<file path="src/rtl/pixel_sensor_pkg.sv">
// rtl/pixel_sensor_pkg.sv - state codes, per-state output sets and sizing helpers for the frame sequencer
package pixel_sensor_pkg;

  typedef logic [2:0] state_t;

  localparam state_t S_IDLE    = 3'd0;
  localparam state_t S_ERASE   = 3'd1;
  localparam state_t S_EXPOSE  = 3'd2;
  localparam state_t S_CONVERT = 3'd3;
  localparam state_t S_HOLD    = 3'd4;
  localparam state_t S_READ    = 3'd5;
  localparam state_t S_DONE    = 3'd6;

  typedef struct packed {
    logic busy;
    logic power_enable;
    logic erase;
    logic expose;
    logic counter_reset;
    logic convert_enable;
    logic write_enable;
    logic read_reset;
    logic read_enable;
    logic frame_done;
  } outs_t;

  // Field order: busy, power, erase, expose, counter_reset, convert, write_enable, read_reset, read_enable, done
  localparam outs_t OUT_IDLE    = 10'b0_0_0_0_0_0_1_0_0_0;
  localparam outs_t OUT_ERASE   = 10'b1_1_1_0_1_0_1_0_0_0;
  localparam outs_t OUT_EXPOSE  = 10'b1_1_0_1_0_0_1_0_0_0;
  localparam outs_t OUT_CONVERT = 10'b1_1_0_0_0_1_1_0_0_0;
  localparam outs_t OUT_HOLD    = 10'b1_0_0_0_0_0_0_1_0_0;
  localparam outs_t OUT_READ    = 10'b1_0_0_0_0_0_0_0_1_0;
  localparam outs_t OUT_DONE    = 10'b1_0_0_0_0_0_0_0_0_1;

  function automatic outs_t state_outputs(input state_t s);
    case (s)
      S_ERASE:   return OUT_ERASE;
      S_EXPOSE:  return OUT_EXPOSE;
      S_CONVERT: return OUT_CONVERT;
      S_HOLD:    return OUT_HOLD;
      S_READ:    return OUT_READ;
      S_DONE:    return OUT_DONE;
      default:   return OUT_IDLE;
    endcase
  endfunction

  function automatic int read_beats(input int w, input int h, input int p);
    return (w * h + p - 1) / p;
  endfunction

  function automatic int max2(input int a, input int b);
    return (a > b) ? a : b;
  endfunction

endpackage

</file>
<file path="src/rtl/pixel_sensor_sequencer_phase_counter.sv">
// rtl/pixel_sensor_sequencer_phase_counter.sv - loadable down-counter that parks at zero and flags it
module phase_counter #(
  parameter int W = 16
) (
  input  logic         clk_i,
  input  logic         rst_ni,
  input  logic         load_i,
  input  logic [W-1:0] load_val_i,
  output logic         zero_o
);

  logic [W-1:0] cnt_q;

  always_ff @(posedge clk_i or negedge rst_ni) begin
    if (!rst_ni) begin
      cnt_q <= '0;
    end else if (load_i) begin
      cnt_q <= load_val_i;
    end else if (cnt_q != '0) begin
      cnt_q <= cnt_q - W'(1);
    end
  end

  assign zero_o = (cnt_q == '0);

endmodule

</file>
<file path="src/rtl/pixel_sensor_sequencer.sv">
// rtl/pixel_sensor_sequencer.sv - per-frame erase/expose/convert/hold/read sequencer for the pixel array
module pixel_sensor_sequencer
  import pixel_sensor_pkg::*;
#(
  parameter int WIDTH                  = 3,
  parameter int HEIGHT                 = 3,
  parameter int OUTPUT_BUS_PIXEL_WIDTH = 3,
  parameter int BIT_DEPTH              = 10,
  parameter int ERASE_CYCLES           = 5,
  parameter int EXP_W                  = 16,
  localparam int READ_BEATS = read_beats(WIDTH, HEIGHT, OUTPUT_BUS_PIXEL_WIDTH),
  localparam int RBW        = $clog2(READ_BEATS + 1)
) (
  input  logic             clk_i,
  input  logic             rst_ni,
  input  logic             start_i,
  input  logic             abort_i,
  input  logic [EXP_W-1:0] exposure_time_i,
  output logic             power_enable_o,
  output logic             erase_o,
  output logic             expose_o,
  output logic             counter_reset_o,
  output logic             convert_enable_o,
  output logic             write_enable_o,
  output logic             read_reset_o,
  output logic             read_enable_o,
  output logic [RBW-1:0]   read_beat_o,
  output logic             busy_o,
  output logic             frame_done_o
);

  localparam int CW = max2(max2(EXP_W, BIT_DEPTH + 1),
                           max2($clog2(ERASE_CYCLES + 1), $clog2(READ_BEATS + 1)));

  state_t           state_q, state_d;
  logic [EXP_W-1:0] exp_q, exp_d;
  logic [RBW-1:0]   beat_q, beat_d;
  outs_t            outs_q;
  logic             load;
  logic [CW-1:0]    load_val;
  logic             phase_zero;

  phase_counter #(.W(CW)) u_phase (
    .clk_i      (clk_i),
    .rst_ni     (rst_ni),
    .load_i     (load),
    .load_val_i (load_val),
    .zero_o     (phase_zero)
  );

  // Each transition loads the next phase's length minus one so the counter hits zero on its last cycle.
  always_comb begin
    state_d  = state_q;
    exp_d    = exp_q;
    beat_d   = beat_q;
    load     = 1'b0;
    load_val = '0;
    if (state_q != S_IDLE && abort_i) begin
      state_d = S_IDLE;
      beat_d  = '0;
    end else begin
      case (state_q)
        S_IDLE: begin
          if (start_i && !abort_i) begin
            state_d  = S_ERASE;
            exp_d    = exposure_time_i;
            load     = 1'b1;
            load_val = CW'(ERASE_CYCLES - 1);
          end
        end
        S_ERASE: begin
          if (phase_zero) begin
            state_d  = S_EXPOSE;
            load     = 1'b1;
            load_val = (exp_q == '0) ? '0 : CW'(exp_q) - CW'(1);
          end
        end
        S_EXPOSE: begin
          if (phase_zero) begin
            state_d  = S_CONVERT;
            load     = 1'b1;
            load_val = CW'((2 ** BIT_DEPTH) - 1);
          end
        end
        S_CONVERT: begin
          if (phase_zero) begin
            state_d = S_HOLD;
            load    = 1'b1;
          end
        end
        S_HOLD: begin
          state_d  = S_READ;
          beat_d   = '0;
          load     = 1'b1;
          load_val = CW'(READ_BEATS - 1);
        end
        S_READ: begin
          if (phase_zero) begin
            state_d = S_DONE;
            beat_d  = '0;
          end else begin
            beat_d = beat_q + RBW'(1);
          end
        end
        default: state_d = S_IDLE;
      endcase
    end
  end

  always_ff @(posedge clk_i or negedge rst_ni) begin
    if (!rst_ni) begin
      state_q <= S_IDLE;
      exp_q   <= '0;
      beat_q  <= '0;
      outs_q  <= OUT_IDLE;
    end else begin
      state_q <= state_d;
      exp_q   <= exp_d;
      beat_q  <= beat_d;
      outs_q  <= state_outputs(state_d);
    end
  end

  assign power_enable_o   = outs_q.power_enable;
  assign erase_o          = outs_q.erase;
  assign expose_o         = outs_q.expose;
  assign counter_reset_o  = outs_q.counter_reset;
  assign convert_enable_o = outs_q.convert_enable;
  assign write_enable_o   = outs_q.write_enable;
  assign read_reset_o     = outs_q.read_reset;
  assign read_enable_o    = outs_q.read_enable;
  assign read_beat_o      = beat_q;
  assign busy_o           = outs_q.busy;
  assign frame_done_o     = outs_q.frame_done;

endmodule

</file>
<file path="config.mk">
export PLATFORM = sky130hd
export DESIGN_NAME = pixel_sensor_sequencer
export DESIGN_NICKNAME = d
export VERILOG_FILES = /design/src/rtl/pixel_sensor_pkg.sv /design/src/rtl/pixel_sensor_sequencer_phase_counter.sv /design/src/rtl/pixel_sensor_sequencer.sv
export SDC_FILE = /design/constraint.sdc
export NUM_CORES = 1
export LEC_CHECK = 0
export ABC_CLOCK_PERIOD_IN_PS = 2200
export CORE_UTILIZATION = 25
export CTS_CLUSTER_SIZE = 20
export DETAILED_ROUTE_END_ITERATION = 16
export HOLD_SLACK_MARGIN = 0.03
export SYNTH_ARGS = -nofsm -noshare
export SYNTH_HDL_FRONTEND = slang
export SYNTH_SLANG_ARGS = --single-unit
</file>
<file path="constraint.sdc">
create_clock -name clk_i -period 2.2 [get_ports clk_i]
set_input_delay 0.55 -clock clk_i [delete_from_list [all_inputs] [get_ports clk_i]]
set_output_delay 0.55 -clock clk_i [all_outputs]
set_load 0.05 [all_outputs]
</file>
==> key figures, run 1 <==
Routing
  – First-pass DRT Iterations: 4
  – DR iter-0 viols: 110
  – Residual DRC count: 0
  – Antenna viol nets, final: 0
  – Routed WL: 6247 um
  – Vias per inst: between 4 and 5
  – DR vias: between 2k and 2.5k
  – WL per Instance: ~14 um

Cells and area
  – Antenna cell count: 0
  – Post-Layout Cell Count: 450
  – Multi-input logic area: 1464 sq um
  – Most frequent cells in the layout: 45 x dfrtp_1, 29 x clkdlybuf4s50_1, 23 x buf_4
  – Layout area overhead: 26.57%
  – Layout cell share with drive strength beyond 1: 0.2197
  – Area occupied by registers: between 1000 and 1500 sq um
  – Final core area utilization: 0.3288
  – Commonest non-fill, non-tap cell in the layout: dfrtp_1
  – Final net count: roughly 340
  – Design area: roughly 3400 sq um
  – Fill cells: about 1.1k

Setup path
  – Critical path fanouts, max: 7
  – Launch point of the worst path: u_phase.cnt_q[0]
  – CP max stage delay: about 0.45 ns
  – WP data required: approximately 2.5 ns
  – Startpoint Class: flop
  – Setup CP Type: reg -> reg
  – CP top delay family: simple AND/OR/NAND/NOR gates
  – Worst R2R End: u_phase.cnt_q[9]
  – Combined buffer and inverter count along the critical path: 1
  – Worst-path cell chain: inv_1, ha_1, nor3b_1, and4_1, a31oi_4, o32a_1, nor2_1
  – Reg2Reg Setup Slack: roughly 0.11 ns
  – CP endpoint kind: flop
  – Slowest CP cell: and4_1
  – Worst EP arrival: ~2.3 ns
  – Worst reg-to-reg path cell count: 7
  – RR Startpoint: u_phase.cnt_q[0]

STA
  – Tcrit/Tclk final: 0.9509
  – Fin Setup TNS: 0 ns
  – Fin. max-slew vios: 0
  – Min Tclk post-route: 2.092 ns
  – Slew HR: 0.6276
  – Fmax: roughly 480 MHz
  – # setup viols final: 0
  – Unrepaired setup endpoints after global routing: no
  – Clk_skew: between 0.008 and 0.009 ns
  – Worst-margin pin slew: around 0.56 ns
  – Final hold vios: 0
  – Final Worst Setup Slack: roughly 0.11 ns

Placement
  – GP Congestion: ~0.85
  – Placed Cells: 442
  – Dpl cell area: around 3300 sq um
  – DPL Wire Length: a little under 5000 um
  – Pre-CTS setup slack: -0.03573 ns
  – PortBufs: 31

Yosys
  – EDFF count, synth: 0
  – Post-Syn Area: roughly 2700 sq um
  – Post-Synthesis Cells: between 200 and 300
  – Async S/R FF share, synth: 1.000
  – Yosys warning total: 0
  – Register bit count reported by yosys: between 40 and 50
  – Distinct cells, synth: 60
  – Seq/Total Area, Yosys: 0.4278
  – Ys flop type: dfrtp_1
  – Synthesized Nets: 287
  – Avg Inst Size Synth: roughly 10 sq um

Power and ir drop
  – Sequential power share: 0.400
  – Power per Cell Area: about 950 nW/um^2
  – Switching Fraction: 0.3775
  – Static leakage: roughly 0.0013 uW
  – Sw power: between 1000 and 1500 uW
  – Internal: ~2000 uW
  – Clk pwr share: 0.199
  – Max rail drop VDD: around 0.43 mV
  – Logic pwr share: 0.402

Die
  – Core Region: roughly 10000 sq um
  – Die height: 105.8 um
  – Width of the chip: 105.8 um
  – Io pins: 32
  – # rows: 37
  – Die area: roughly 11000 sq um
  – Initial Util: 0.2598

Clock tree
  – CTS Buf Count: 5
  – Clock Latency Late Sink: roughly 0.30 ns
  – Clock root buffer: clkbuf_8
  – Htree depth: 2
  – Clk buf depth: 2
  – Post-CTS Setup Repair Bufs: 0
  – CTS tree: yes
  – Cts hold-fix bufs: 0
  – Clock slew at reported path FFs: 0.09 ns
  – Num Clock Sinks: 46

Global routing
  – First-pass GRT wire length: roughly 11000 um
  – Largest net degree at the start of global routing: 27
  – Vias in the first global route: between 2k and 2.5k
  – GRT Util Overall: 0.1204
  – Gr ovfl total: 0
  – Initial antenna violation count: 0

Min path
  – Worst hold path class: in -> async

Run
  – Max-cap violations: 0

Run status
  – Outcome: finished clean
## worst max-delay path by stage
stage	to	slack (ns)	cells past startpoint
after floorplan	exp_q[10]	0.20	5
after global placement	exp_q[13]	-0.01	4
after detailed placement	exp_q[3]	-0.04	4
after CTS	u_phase.cnt_q[13]	0.02	7
after global routing	u_phase.cnt_q[9]	0.009	7
final	u_phase.cnt_q[9]	0.11	7
## state kept, by name, indices dropped and copies added (netlist names)
signal and count:
exp_q 16, u_phase.cnt_q 16, state_q 3, read_beat_o 2
busy_o 1, convert_enable_o 1, counter_reset_o 1, expose_o 1
frame_done_o 1, power_enable_o 1, read_enable_o 1, read_reset_o 1
write_enable_o 1
## metal layers
metal,up-vias,share of wire,GRT usage
met5,-,0,0
met1,1054,0.46,0.1523
met4,0,0.021,0.04960
met3,10,0.035,0.01917
met2,48,0.48,0.2031
li1,1049,-,-
## through the flow
| step | hold slack, ns | total power [uW] |
|---|---|---|
| global placement | 0.4934 | 2571 |
| floorplan | 0.2544 | 2186 |
| global route | 0.2488 | 3478 |
| finish | 0.2267 | 3235 |
| detailed placement | 0.5149 | 2597 |
| CTS | 0.2361 | 3255 |
## cell type report
class	count	area share
Tap cell	136	0.04991
Timing Repair Buffer	54	0.1431
Sequential cell	46	0.3380
Multi-Input combinational cell	200	0.4294
Clock inverter	3	0.01284
Inverter	6	0.006606
Clock buffer	5	0.02018
## power groups by stage
| stage | registers (uW) | logic (uW) | clock network [uW] |
|---|---|---|---|
| 5_1_grt | 1320 | 1450 | 702 |
| 3_3_place_gp | 1290 | 1280 | 0 |
| 4_1_cts | 1290 | 1300 | 664 |
| 3_5_place_dp | 1310 | 1290 | 0 |
| 6_report | 1290 | 1300 | 642 |
| 2_1_floorplan | 1270 | 919 | 0 |
## synth_stat cells, types with 2 or more instances
| library cell | number | area (sq um) |
|---|---|---|
| a211oi_1 | 3 | 22.52 |
| a21oi_1 | 13 | 65.06 |
| a31o_2 | 2 | 17.52 |
| and4_1 | 2 | 17.52 |
| buf_2 | 3 | 15.01 |
| buf_4 | 2 | 15.01 |
| clkbuf_1 | 4 | 15.01 |
| dfrtp_1 | 45 | 1126 |
| ha_1 | 4 | 50.05 |
| inv_1 | 6 | 22.52 |
| mux2_2 | 16 | 180.2 |
| nand2_1 | 19 | 71.32 |
| nand2b_1 | 3 | 18.77 |
| nand3_1 | 4 | 20.02 |
| nand3b_1 | 2 | 15.01 |
| nand4_1 | 3 | 18.77 |
| nand4b_1 | 4 | 35.03 |
| nor2_1 | 20 | 75.07 |
| nor3_1 | 14 | 70.07 |
| nor4_1 | 4 | 25.02 |
| nor4_2 | 2 | 25.02 |
| o21a_1 | 3 | 22.52 |
| o21ai_0 | 6 | 30.03 |
| o21ai_1 | 9 | 45.04 |
| o21ai_2 | 3 | 26.28 |
| o22ai_1 | 3 | 18.77 |
| or2_1 | 2 | 12.51 |
| or3_1 | 4 | 25.02 |
| xnor2_1 | 14 | 122.6 |
| xor2_1 | 14 | 122.6 |
## repair_timing
item                                    in CTS  in global routing
endpoints found under the hold margin        0                  0
endpoints found under the setup margin       0                 14
resized for setup                            0                  3
## cell families after synthesis
| group | share of synthesized area |
|---|---|
| AOI/OAI and AO/OA | 0.1384 |
| xor gates and xnor gates | 0.09104 |
| adders and majority gates | 0.01858 |
| buffers and inverters | 0.03065 |
| DFF | 0.4278 |
| muxes | 0.06688 |
| and+or+nand+nor | 0.2267 |
No activity file was read; power rests on OpenSTA's default activity.
==> run 2: changes to the inputs <==
ABC_CLOCK_PERIOD_IN_PS = 2000   (was 2200)
clock period = 2 ns   (was 2.2 ns; I/O delays follow)
==> key figures, run 2 (synthesis results as in run 1) <==
Routing
  – Vias per inst: 4.786 (-0.35%)
  – Antenna viol nets, final: 0 (unchanged)
  – Residual DRC count: 0 (unchanged)
  – WL per Instance: 14.55 um (+4.8%)
  – DR vias: 2254 (+4.3%)
  – First-pass DRT Iterations: 4 (unchanged)
  – Routed WL: 6854 um (+9.7%)
  – DR iter-0 viols: 125 (+14%)

STA
  – Worst-margin pin slew: 0.5566 ns (-0.001994 ns)
  – Fmax: a little over 500 MHz
  – # setup viols final: 0 (unchanged)
  – Clk_skew: 0.01238 ns (+0.004336 ns)
  – Slew HR: 0.6290 (+0.001330)
  – Unrepaired setup endpoints after global routing: yes
  – Tcrit/Tclk final: 0.9744
  – Fin. max-slew vios: 0 (unchanged)
  – Hold_ws: 0.1695 ns (-0.05718 ns)
  – Final hold vios: 0 (unchanged)
  – Min Tclk post-route: between 1.5 and 2 ns

Setup path
  – CP max stage delay: 0.80 ns (+0.35 ns)
  – Worst-path cell chain: clkdlybuf4s50_1
  – WP data required: 1.50 ns (-0.95 ns)
  – Worst EP arrival: 1.45 ns (-0.89 ns)
  – Combined buffer and inverter count along the critical path: 1 (unchanged)
  – Startpoint Class: flop
  – Critical path fanouts, max: 1 (-6)
  – Reg2Reg Setup Slack: 0.07 ns (-0.04 ns)
  – Setup CP Type: reg -> out
  – CP endpoint kind: primary output
  – Slowest CP cell: clkdlybuf4s50_1
  – CP top delay family: buffers and inverters

Die
  – Die height: 105.8 um (unchanged)
  – Width of the chip: 105.8 um (unchanged)
  – Die area: 11190 sq um (unchanged)
  – Initial Util: 0.2598 (unchanged)
  – # rows: 37 (unchanged)
  – Core Region: 10370 sq um (unchanged)
  – Io pins: 32 (unchanged)

Placement
  – DPL Wire Length: 5153 um (+5.2%)
  – Dpl cell area: 3390 sq um (+3.0%)
  – GP Congestion: 0.8669 (+2.3%)
  – PortBufs: 31 (unchanged)

Clock tree
  – Htree depth: 2 (unchanged)
  – Num Clock Sinks: 46 (unchanged)
  – CTS Buf Count: 5 (unchanged)
  – Cts hold-fix bufs: 0 (unchanged)
  – CTS tree: yes
  – Clk buf depth: 2 (unchanged)
  – Clock root buffer: clkbuf_8
  – Clock slew at reported path FFs: 0.10 ns (about the same)
  – Clock Latency Late Sink: 0.31 ns (about the same)

Power and ir drop
  – Logic pwr share: 0.450 (+0.048)
  – Sequential power share: 0.366 (-0.034)
  – Power per Cell Area: 1064 nW/um^2 (+12%)
  – Static leakage: 0.001481 uW (+9.9%)
  – Clk pwr share: 0.184 (-0.015)
  – Max rail drop VDD: 0.4385 mV (+2.5%)
  – Sw power: 1448 uW (+19%)
  – Internal: 2390 uW (+19%)
  – Switching Fraction: 0.3773 (about the same)

Run status
  – Outcome: finished clean

Cells and area
  – Final net count: 358 (+6.2%)
  – Commonest non-fill, non-tap cell in the layout: buf_4
  – Layout area overhead: 33.95%
  – Most frequent cells in the layout: 52 x buf_4, 43 x dfrtp_1, 19 x nand2_1, 19 x clkdlybuf4s50_1, 18 x nor2_1
  – Antenna cell count: 0 (unchanged)
  – Largest registers: exp_q: 16 flops, u_phase.cnt_q: 16 flops, state_q: 3 flops
  – Design area: 3608 sq um (+5.8%)
  – Layout cell share with drive strength beyond 1: 0.3343 (+0.1146)

Global routing
  – Gr ovfl total: 0 (unchanged)
  – First-pass GRT wire length: 11040 um (+4.1%)
  – GRT Util Overall: 0.1263 (+0.005906)
  – Vias in the first global route: 2239 (+2.1%)
  – Largest net degree at the start of global routing: 24 (-11%)
  – Initial antenna violation count: 0 (unchanged)

Min path
  – Worst hold path class: in -> async

Run
  – Max-cap violations: 0 (unchanged)
-- run 2: power groups by stage --
stage | Combinational (uW) | Clock [uW] | Sequential [uW]
after detailed placement | 1590 | 0 | 1410
final | 1730 | 705 | 1410
after CTS | 1600 | 719 | 1390
after floorplan | 1010 | 0 | 1390
after global routing | 1890 | 765 | 1440
after global placement | 1570 | 0 | 1400
-- run 2: worst paths after layout --
check / cells past startpoint / from / to
max: 1 / read_enable_o / read_enable_o
max in group asynchronous: 2 / rst_ni / exp_q[0]
min: 1 / rst_ni / state_q[1]
min in group clk_i: 1 / read_beat_o[0] / read_beat_o[0]
min reg2reg: 1 / read_beat_o[0] / read_beat_o[0]
max reg2reg: 7 / u_phase.cnt_q[6] / u_phase.cnt_q[3]
-- run 2: area by class of cell --
| cell class | count | area [sq um] |
|---|---|---|
| timing repair buffer | 74 | 618.1 |
| fill | 1062 | 6761 |
| inverter | 6 | 22.52 |
| tap | 136 | 170.2 |
| multi-input combinational | 201 | 1536 |
| clock inverter | 1 | 30.03 |
| clock buffer | 7 | 76.32 |
| sequential | 46 | 1155 |
-- run 2: per-stage QoR --
| stage | util | total power (uW) | setup slack [ns] | setup TNS (ns) | instances |
|---|---|---|---|---|---|
| 2_1_floorplan | - | 2405 | 0.05226 | 0 | 263 |
| 3_3_place_gp | 0.3269 | 2970 | -0.01077 | -0.02625 | 458 |
| 3_5_place_dp | 0.3269 | 3000 | -0.08057 | -0.2732 | 458 |
| 4_1_cts | 0.3375 | 3715 | 0.01075 | 0 | 466 |
| 5_1_grt | 0.3480 | 4094 | -0.03237 | -0.09411 | 471 |
| 6_report | 0.3480 | 3838 | 0.05114 | 0 | 471 |
-- run 2: layer usage --
layer / track usage / part of all wire / vias to the layer above
li1: - / - / 1098
met1: 0.1672 / 0.47 / 1095
met2: 0.2031 / 0.47 / 50
met3: 0.02288 / 0.036 / 11
met4: 0.04960 / 0.018 / 0
met5: 0 / 0 / -
-- run 2: what timing repair did --
| item | in CTS | in global routing |
|---|---|---|
| setup buffers | 0 | 4 |
| resized for setup | 2 | 19 |
| endpoints found under the hold margin | 0 | 0 |
| gates cloned | 0 | 1 |
| setup endpoints to repair | 8 | 22 |
| pin swaps | 0 | 9 |
